--- src/rtl/poly_byte_decode_pkg.sv ---
// Shared ML-KEM types for the polynomial byte decoder.
//   ML_KEM_Q    : modulus q = 3329
//   ML_KEM_N    : coefficients per polynomial (256)
//   coef_t      : 12-bit coefficient
//   dec_state_e : decoder FSM state
package poly_byte_decode_pkg;
  localparam int ML_KEM_Q = 3329;
  localparam int ML_KEM_N = 256;

  typedef logic [11:0] coef_t;

  typedef enum logic [1:0] {
    ST_IDLE = 2'd0,
    ST_RUN  = 2'd1,
    ST_DONE = 2'd2
  } dec_state_e;
endpackage

--- src/rtl/poly_byte_decode_cond_sub_q.sv ---
// cond_sub_q: single conditional subtraction of q.
//   x_i    in  12  raw coefficient
//   y_o    out 12  x_i >= q ? x_i - q : x_i
//   ge_q_o out 1   x_i >= q
// One subtraction is enough because a 12-bit value is below 2q.
module cond_sub_q
  import poly_byte_decode_pkg::*;
(
  input  logic [11:0] x_i,
  output logic [11:0] y_o,
  output logic        ge_q_o
);
  assign ge_q_o = (x_i >= coef_t'(ML_KEM_Q));
  assign y_o    = ge_q_o ? (x_i - coef_t'(ML_KEM_Q)) : x_i;
endmodule

--- src/rtl/poly_byte_decode.sv ---
// poly_byte_decode: streaming ByteDecode_D unpacker.
// Takes one 256-coefficient polynomial as 4*D little-endian 64-bit words and
// emits D-bit coefficients in index order, up to one per cycle.
//   clk_i, rst_n_i          clock, synchronous active-low reset
//   run_i                   start one polynomial (sampled in IDLE)
//   din_i/din_vld_i/din_rdy_o     packed word stream
//   coef_o/idx_o/coef_vld_o/coef_rdy_i  coefficient stream (coef zero-extended)
//   busy_o                  high in RUN
//   done_o                  one-cycle pulse after the last coefficient
//   err_o                   sticky "coefficient >= q" flag (D=12)
// Build option: POLY_BYTE_DECODE_MODQ_CHECK_EN enables err_o; otherwise err_o
// stays 0. The mod-q reduction of coef_o for D=12 is always performed.
module poly_byte_decode
  import poly_byte_decode_pkg::*;
#(
  parameter int D = 12
) (
  input  logic        clk_i,
  input  logic        rst_n_i,
  input  logic        run_i,
  input  logic [63:0] din_i,
  input  logic        din_vld_i,
  output logic        din_rdy_o,
  output logic [11:0] coef_o,
  output logic        coef_vld_o,
  input  logic        coef_rdy_i,
  output logic [7:0]  idx_o,
  output logic        busy_o,
  output logic        done_o,
  output logic        err_o
);
  // Load only below 2*D bits, so fill peaks at 2*D-1+64.
  localparam int BUF_W = 64 + 2*D - 1;
  localparam int FW    = $clog2(BUF_W + 1);
  localparam int NW    = 4*D;
  localparam int WW    = $clog2(NW + 1);

  localparam logic [FW-1:0] D_F   = FW'(D);
  localparam logic [FW-1:0] TWO_D = FW'(2*D);
  localparam logic [FW-1:0] W64   = FW'(64);
  localparam logic [WW-1:0] NW_W  = WW'(NW);

`ifdef POLY_BYTE_DECODE_MODQ_CHECK_EN
  localparam logic ERR_EN = (D == 12);
`else
  localparam logic ERR_EN = 1'b0;
`endif

  dec_state_e       state_q, state_d;
  logic [BUF_W-1:0] buf_q, buf_d;
  logic [FW-1:0]    fill_q, fill_d;
  logic [WW-1:0]    wcnt_q, wcnt_d;
  logic [7:0]       idx_q, idx_d;
  logic             err_q, err_d;

  logic             run_st, load, take, ge_q;
  logic [11:0]      raw, red;
  logic [BUF_W-1:0] shifted, wmask, wdat;
  logic [FW-1:0]    pos;

  assign run_st     = (state_q == ST_RUN);
  assign din_rdy_o  = run_st && (wcnt_q < NW_W) && (fill_q < TWO_D);
  assign coef_vld_o = run_st && (fill_q >= D_F);
  assign load       = din_vld_i && din_rdy_o;
  assign take       = coef_vld_o && coef_rdy_i;

  assign raw = coef_t'(buf_q[D-1:0]);

  cond_sub_q u_csub (
    .x_i    (raw),
    .y_o    (red),
    .ge_q_o (ge_q)
  );

  assign coef_o = (D == 12) ? red : raw;
  assign idx_o  = idx_q;
  assign busy_o = run_st;
  assign done_o = (state_q == ST_DONE);
  assign err_o  = err_q;

  // A concurrent consume shifts first, so the new word lands at fill-D.
  // Bits above fill are always zero, so the mask only guards the window.
  assign shifted = take ? (buf_q >> D) : buf_q;
  assign pos     = take ? (fill_q - D_F) : fill_q;
  assign wmask   = {{(BUF_W-64){1'b0}}, {64{1'b1}}} << pos;
  assign wdat    = {{(BUF_W-64){1'b0}}, din_i} << pos;

  always_comb begin
    state_d = state_q;
    buf_d   = buf_q;
    fill_d  = fill_q;
    wcnt_d  = wcnt_q;
    idx_d   = idx_q;
    err_d   = err_q;
    case (state_q)
      ST_IDLE: begin
        if (run_i) begin
          state_d = ST_RUN;
          buf_d   = '0;
          fill_d  = '0;
          wcnt_d  = '0;
          idx_d   = '0;
          err_d   = 1'b0;
        end
      end
      ST_RUN: begin
        buf_d  = load ? ((shifted & ~wmask) | wdat) : shifted;
        fill_d = fill_q + (load ? W64 : '0) - (take ? D_F : '0);
        if (load) wcnt_d = wcnt_q + 1'b1;
        if (take) begin
          idx_d = idx_q + 8'd1;
          if (idx_q == 8'(ML_KEM_N - 1)) state_d = ST_DONE;
        end
        err_d = err_q | (ERR_EN & take & ge_q);
      end
      ST_DONE: state_d = ST_IDLE;
      default: state_d = ST_IDLE;
    endcase
  end

  always_ff @(posedge clk_i) begin
    if (!rst_n_i) begin
      state_q <= ST_IDLE;
      buf_q   <= '0;
      fill_q  <= '0;
      wcnt_q  <= '0;
      idx_q   <= '0;
      err_q   <= 1'b0;
    end else begin
      state_q <= state_d;
      buf_q   <= buf_d;
      fill_q  <= fill_d;
      wcnt_q  <= wcnt_d;
      idx_q   <= idx_d;
      err_q   <= err_d;
    end
  end
endmodule
--- config.mk ---
export PLATFORM = sky130hd
export DESIGN_NAME = poly_byte_decode
export DESIGN_NICKNAME = d
export VERILOG_FILES = /design/src/rtl/poly_byte_decode_pkg.sv /design/src/rtl/poly_byte_decode_cond_sub_q.sv /design/src/rtl/poly_byte_decode.sv
export SDC_FILE = /design/constraint.sdc
export NUM_CORES = 1
export LEC_CHECK = 0
export CAP_MARGIN = 20
export CORE_MARGIN = 2
export CORE_UTILIZATION = 35
export CTS_BUF_LIST = sky130_fd_sc_hd__clkbuf_16
export CTS_CLUSTER_DIAMETER = 40
export DETAILED_ROUTE_END_ITERATION = 7
export GPL_ROUTABILITY_DRIVEN = 0
export HOLD_SLACK_MARGIN = 0.06
export SLEW_MARGIN = 20
export SYNTH_ARGS = -nofsm -noshare
export SYNTH_HDL_FRONTEND = slang
export SYNTH_SLANG_ARGS = --single-unit
--- constraint.sdc ---
create_clock -name clk_i -period 8.8 [get_ports clk_i]
set_input_delay 1.76 -clock clk_i [delete_from_list [all_inputs] [get_ports clk_i]]
set_output_delay 1.76 -clock clk_i [all_outputs]
set_load 0.03 [all_outputs]
==> flow_summary.json, run 1 <==
{
  "max_freq_mhz": 165,
  "synth_edf_count": 0,
  "nNetsFinal": 1173,
  "grt_pass1_wl_mm": 50.0,
  "setup_viol": 0,
  "fill_cells": 2426,
  "num_rows": 56,
  "cts_sinks": 108,
  "cts_buffers": 9,
  "rsz0062_at_grt": "false",
  "reg2reg_from": "fill_q[5]",
  "grt_max_degree": 69,
  "setup_ws_ps": 2730,
  "power-per-cell-area_nw_per_um2": 135,
  "drt_iter0_markers": 1184,
  "yosys_warnings": 0,
  "synth_top_area_cell": "dfxtp_1",
  "pre_cts_ws_ps": 2390,
  "clkTransAtPathRegs_ps": 80,
  "port_buffers": 92,
  "wl_mm": 32.7,
  "dp_hpwl_mm": 23.7,
  "grt_overflow": 0,
  "drc_errors": 0,
  "drv_slew": 0,
  "p_leak_nw": 3.45,
  "dr.pass1.iters": 8,
  "worstPathArrival_ps": 6320,
  "cts_resized": 0,
  "ctsRootBufferMaster": "clkbuf_16",
  "netlist_area_sq_um": 8470,
  "syn_inst": 1049,
  "core_area_sq_um": 23600,
  "cp-end-kind": "register",
  "insertion_delay_ps": 360,
  "h-tree-depth": 3,
  "required_ps": 9050,
  "n_antenna_cell": 0,
  "worstSetupPathType": "in -> reg",
  "synth_flop_cell": "dfxtp_1",
  "clockBufferDepth": 2,
  "postCtsSetupRepairBufs": 0,
  "startpoint_type": "primary input",
  "first_global_vias": 8159,
  "async_flop_share": 0,
  "drive_gt1_frac": 0.0904,
  "max-cap-violations": 0,
  "tightest_slew_ps": 1220,
  "via_per_inst": 6.31,
  "peakVddDrop_mv": 0.0775,
  "synth_seq_area_share": 0.255,
  "fin_skew_ps": 8.97,
  "r2r-end": "buf_q[72]",
  "hold_ws_ps": 463,
  "cts_hold_buf": 0,
  "die_h_um": 160,
  "ff2ff_setup_slack_ps": 3340,
  "critPathLaunch": "coef_rdy_i",
  "hp-class": "reg -> reg",
  "post-route-period-util": 0.690,
  "area_growth_pct": 16.0,
  "setup_tns_ps": 0,
  "status": "finished, final reports clean",
  "ant_nets": 0,
  "ios": 94,
  "grt_usage": 0.248,
  "yosys_register_bits": 108,
  "slew_headroom": 0.179,
  "min_period_ps": 6070,
  "worst-path-max-fanout": 42,
  "synth_fp_nets": 1132,
  "antenna_found_initial": 0,
  "r2r_cells": 15,
  "finalHoldViolCount": 0,
  "wl_per_cell_um": 23.1,
  "dr_total_vias": 8923,
  "critical_path.endpoint": "buf_q[72]",
  "ys_types": 75,
  "synth.area.top_cells": "dfxtp_1 26%, mux2i_1 9.3%, mux4_2 9.0%, nand2_1 7.0%, o21ai_0 4.4%",
  "yosys.area.top_type_share": 0.255,
  "initial_core_util": 0.359,
  "die_area_sq_um": 25500,
  "syn_area_per_cell_sq_um": 8.07,
  "dieWidth_um": 160,
  "tritoncts": "built"
}
sequential cells by signal, indices dropped and copies added, names as in the netlist:
name / cells
fill_q: 5
buf_q: 87
state_q: 2
wcnt_q: 6
idx_o: 8
kinds of logic (layout without fill, tap and decap cells):
logic type	count (synthesis)	after routing	synth area share
AND/OR/NAND/NOR	349	349	0.183
AO/OA/AOI/OAI	333	333	0.264
multiplexers	126	126	0.201
flip-flops	108	108	0.255
buffers and inverters	98	144	0.0533
XOR/XNOR	20	20	0.0207
adder cells (fa/ha/maj)	14	14	0.0216
other	1	1	0.000443
per-stage QoR:
stage	cell area [sq um]	util	power, mW	std cells
floorplan	8470	-	0.779	1049
global placement	9550	0.404	0.923	1398
detailed placement	9550	0.404	0.924	1398
CTS	9820	0.416	1.31	1414
global route	9820	0.416	1.38	1414
finish	9820	0.416	1.33	1414
layout by cell type, fill, tap and decap left out, types with 18 or more instances in the layout:
master	n
nand2_1	159
dfxtp_1	108
clkdlybuf4s50_1	92
nor2_1	83
mux2i_1	79
o21ai_0	75
a21oi_1	67
nand3_1	39
mux4_2	34
o22ai_1	27
a22oi_1	25
inv_1	18
Yosys cell counts, drive strengths merged, types with 11 or more instances:
master and number:
mux2 13, inv 20, a22oi 26, clkbuf 31, o21ai 85, a21oi 71, o22ai 27, ha 13
a221o 17, mux4 34, a31oi 11, nand3 40, nor2 86, a211oi 16, buf 47, dfxtp 108
nand2 160, mux2i 79
power by group:
part	internal (mW)	total [mW]	switching (mW)
Sequential	0.499	0.512	0.0123
Clock	0.194	0.401	0.207
Combinational	0.150	0.419	0.269
per-layer routing:
metal  part of all wire  track usage  wire, um  vias to the layer above
met1               0.44        0.366     14400                     4178
met2               0.41        0.354     13500                      623
li1                   -            -         -                     4029
met4              0.039        0.104      1290                        0
met5                  0            0         0                        -
met3               0.11       0.0438      3510                       93
worst min-delay path by stage:
stage                      to  startpoint  depth (start not counted)  slack (ps)
floorplan           buf_q[69]   buf_q[81]                          2         430
global placement    buf_q[76]   buf_q[76]                          1         440
detailed placement  buf_q[76]   buf_q[76]                          1         440
CTS                 buf_q[76]   buf_q[76]                          1         460
global route        buf_q[52]   buf_q[52]                          2         480
finish              buf_q[78]   buf_q[78]                          1         460
worst max-delay path: stages:
cell and delay, ps:
clkdlybuf4s50_1 530, nand3b_4 140, a21oi_4 130, buf_4 480
inv_2 40, buf_4 310, ha_2 340, inv_2 560
buf_4 510, mux4_2 610, a22o_1 250, a211oi_1 230
a311oi_1 80, a221o_1 290
final cells by class:
cell class / instances / area, sq um / area share
inverter: 20 / 75.1 / 0.00764
clock inverter: 7 / 52.6 / 0.00535
timing repair buffer: 108 / 1040 / 0.106
sequential: 108 / 2160 / 0.220
tap: 319 / 399 / 0.0406
clock buffer: 9 / 225 / 0.0229
multi-input combinational: 843 / 5870 / 0.597
Note: power is estimated with default switching activity, not from simulation.
==> run 2, diff against run 1 <==
Clock period 8.8 ns to 5.35 ns, I/O delays scaled along.
==> run 2 against run 1 <==
  * The flow now finishes with violations (DRC)
  * Register-to-register slack lost 2100 ps
  * Largest cell class unchanged
  * Critical endpoint is now buf_q[74]
  * Sequential power is 64% higher
  * Clock skew shrank 0.62 ps
  * Die area is the same
  * Non-clock buffer count increased by 13
  * Largest power group unchanged
  * Hold slack about the same
  * Final cell count rose by 0.85%
==> flow_summary.json, run 2 (synthesis gave the netlist of run 1 again) <==
{
  "status": "finished with violations",
  "violations": "DRC",
  "ios": 94,
  "final_common_cell": "nand2_1",
  "setup_viol": 0,
  "cts_resized": 0,
  "top_register": "buf_q",
  "place_inst": 1411,
  "die_h_um": 160,
  "finalHoldViolCount": 0,
  "dp_hpwl_mm": 24.4,
  "insertion_delay_ps": 360,
  "via_per_inst": 6.29,
  "grt_overflow": 0,
  "h-tree-depth": 3,
  "max-cap-violations": 0,
  "fin_area_sq_um": 9940,
  "cts_sinks": 108,
  "cp-end-kind": "register",
  "drv_slew": 0,
  "cts_buffers": 9,
  "dieWidth_um": 160,
  "slew_headroom": 0.273,
  "ant_nets": 0,
  "ctsRootBufferMaster": "clkbuf_16",
  "reg2reg_from": "fill_q[5]",
  "grt_usage": 0.250,
  "power-per-cell-area_nw_per_um2": 223,
  "tightest_slew_ps": 1090,
  "critPathLaunch": "fill_q[5]",
  "pre_cts_ws_ps": 1000,
  "die_area_sq_um": 25500,
  "post_dp_cell_area_sq_um": 9670,
  "clkTransAtPathRegs_ps": 80,
  "wl_mm": 32.9,
  "fin_cells": 1426,
  "grt_use_met2": 0.350,
  "ff2ff_setup_slack_ps": 1260,
  "required_ps": 5600,
  "fin_skew_ps": 8.36,
  "n_antenna_cell": 0,
  "initial_core_util": 0.359,
  "met3_usage": 0.0461,
  "clockBufferDepth": 2,
  "drt_iter0_markers": 1384,
  "first_global_vias": 8083,
  "worstPathArrival_ps": 4340,
  "grt_max_degree": 54,
  "area_growth_pct": 17.4,
  "setup_ws_ps": 1260,
  "top_usage_layer": "met1",
  "cts_hold_buf": 0,
  "grt_pass1_wl_mm": 49.9,
  "tritoncts": "built",
  "core_area_sq_um": 23600,
  "postCtsSetupRepairBufs": 0,
  "dr.pass1.iters": 8,
  "worstSetupPathType": "reg -> reg",
  "hp-class": "reg -> reg",
  "port_buffers": 92,
  "largest_register_ffs": 87,
  "antenna_found_initial": 0,
  "holdCritStartpoint": "buf_q[79]",
  "max_freq_mhz": 244,
  "use_met1": 0.376,
  "peakVddDrop_mv": 0.138,
  "drc_errors": 30,
  "num_rows": 56,
  "p_leak_nw": 3.52,
  "min_period_ps": 4090,
  "dr_total_vias": 8964,
  "nNetsFinal": 1186,
  "drive_gt1_frac": 0.100,
  "setup_tns_ps": 0,
  "post-route-period-util": 0.765,
  "hold_ws_ps": 463,
  "wl_per_cell_um": 23.1,
  "startpoint_type": "register",
  "worst-path-max-fanout": 53,
  "rsz0062_at_grt": "false",
  "final_cell_mix": "159 x nand2_1, 108 x dfxtp_1, 92 x clkdlybuf4s50_1, 83 x nor2_1, 79 x mux2i_1"
}
-- run 2: changes by cell type in the layout (fill, tap and decap cells not counted), sizes merged --
cell	before	now
clkinv	3	2
buf	16	29
inv	21	22
clkinvlp	3	2
-- run 2: final timing paths --
kind / to / cells after the start
max: buf_q[74] / 13
min reg2reg: buf_q[79] / 1
max reg2reg: buf_q[74] / 13
min: buf_q[79] / 1
-- run 2: report_power, final --
group          internal (mW)  switching, mW
clock network          0.320          0.346
registers              0.821         0.0198
logic                  0.256          0.451
total                   1.40          0.817
-- run 2: critical path: stages, from the launching register on --
cell and delay, ps:
dfxtp_1 540, inv_1 190, ha_1 280, a211oi_4 420, a21oi_4 100, inv_2 250, ha_2 360, inv_2 70
buf_12 310, mux4_2 610, a22o_1 260, a211oi_1 200, a311oi_1 80, a221o_1 280
-- run 2: area by class of cell --
type,instances,area [sq um]
Clock inverter,6,48.8
Timing Repair Buffer,121,1160
Multi-Input combinational cell,843,5870
Tap cell,319,399
Inverter,20,75.1
Fill cell,2387,13700
Sequential cell,108,2160
Clock buffer,9,225
-- run 2: metrics by stage --
step	util	total power [mW]
final	0.421	2.21
after global routing	0.421	2.28
after detailed placement	0.409	1.53
after floorplan	-	1.28
after global placement	0.409	1.53
after CTS	0.421	2.18
-- run 2: layer usage --
layer	wire length (um)	up-vias
li1	-	4051
met1	14900	4178
met2	13100	624
met3	3600	111
met4	1390	0
met5	0	-
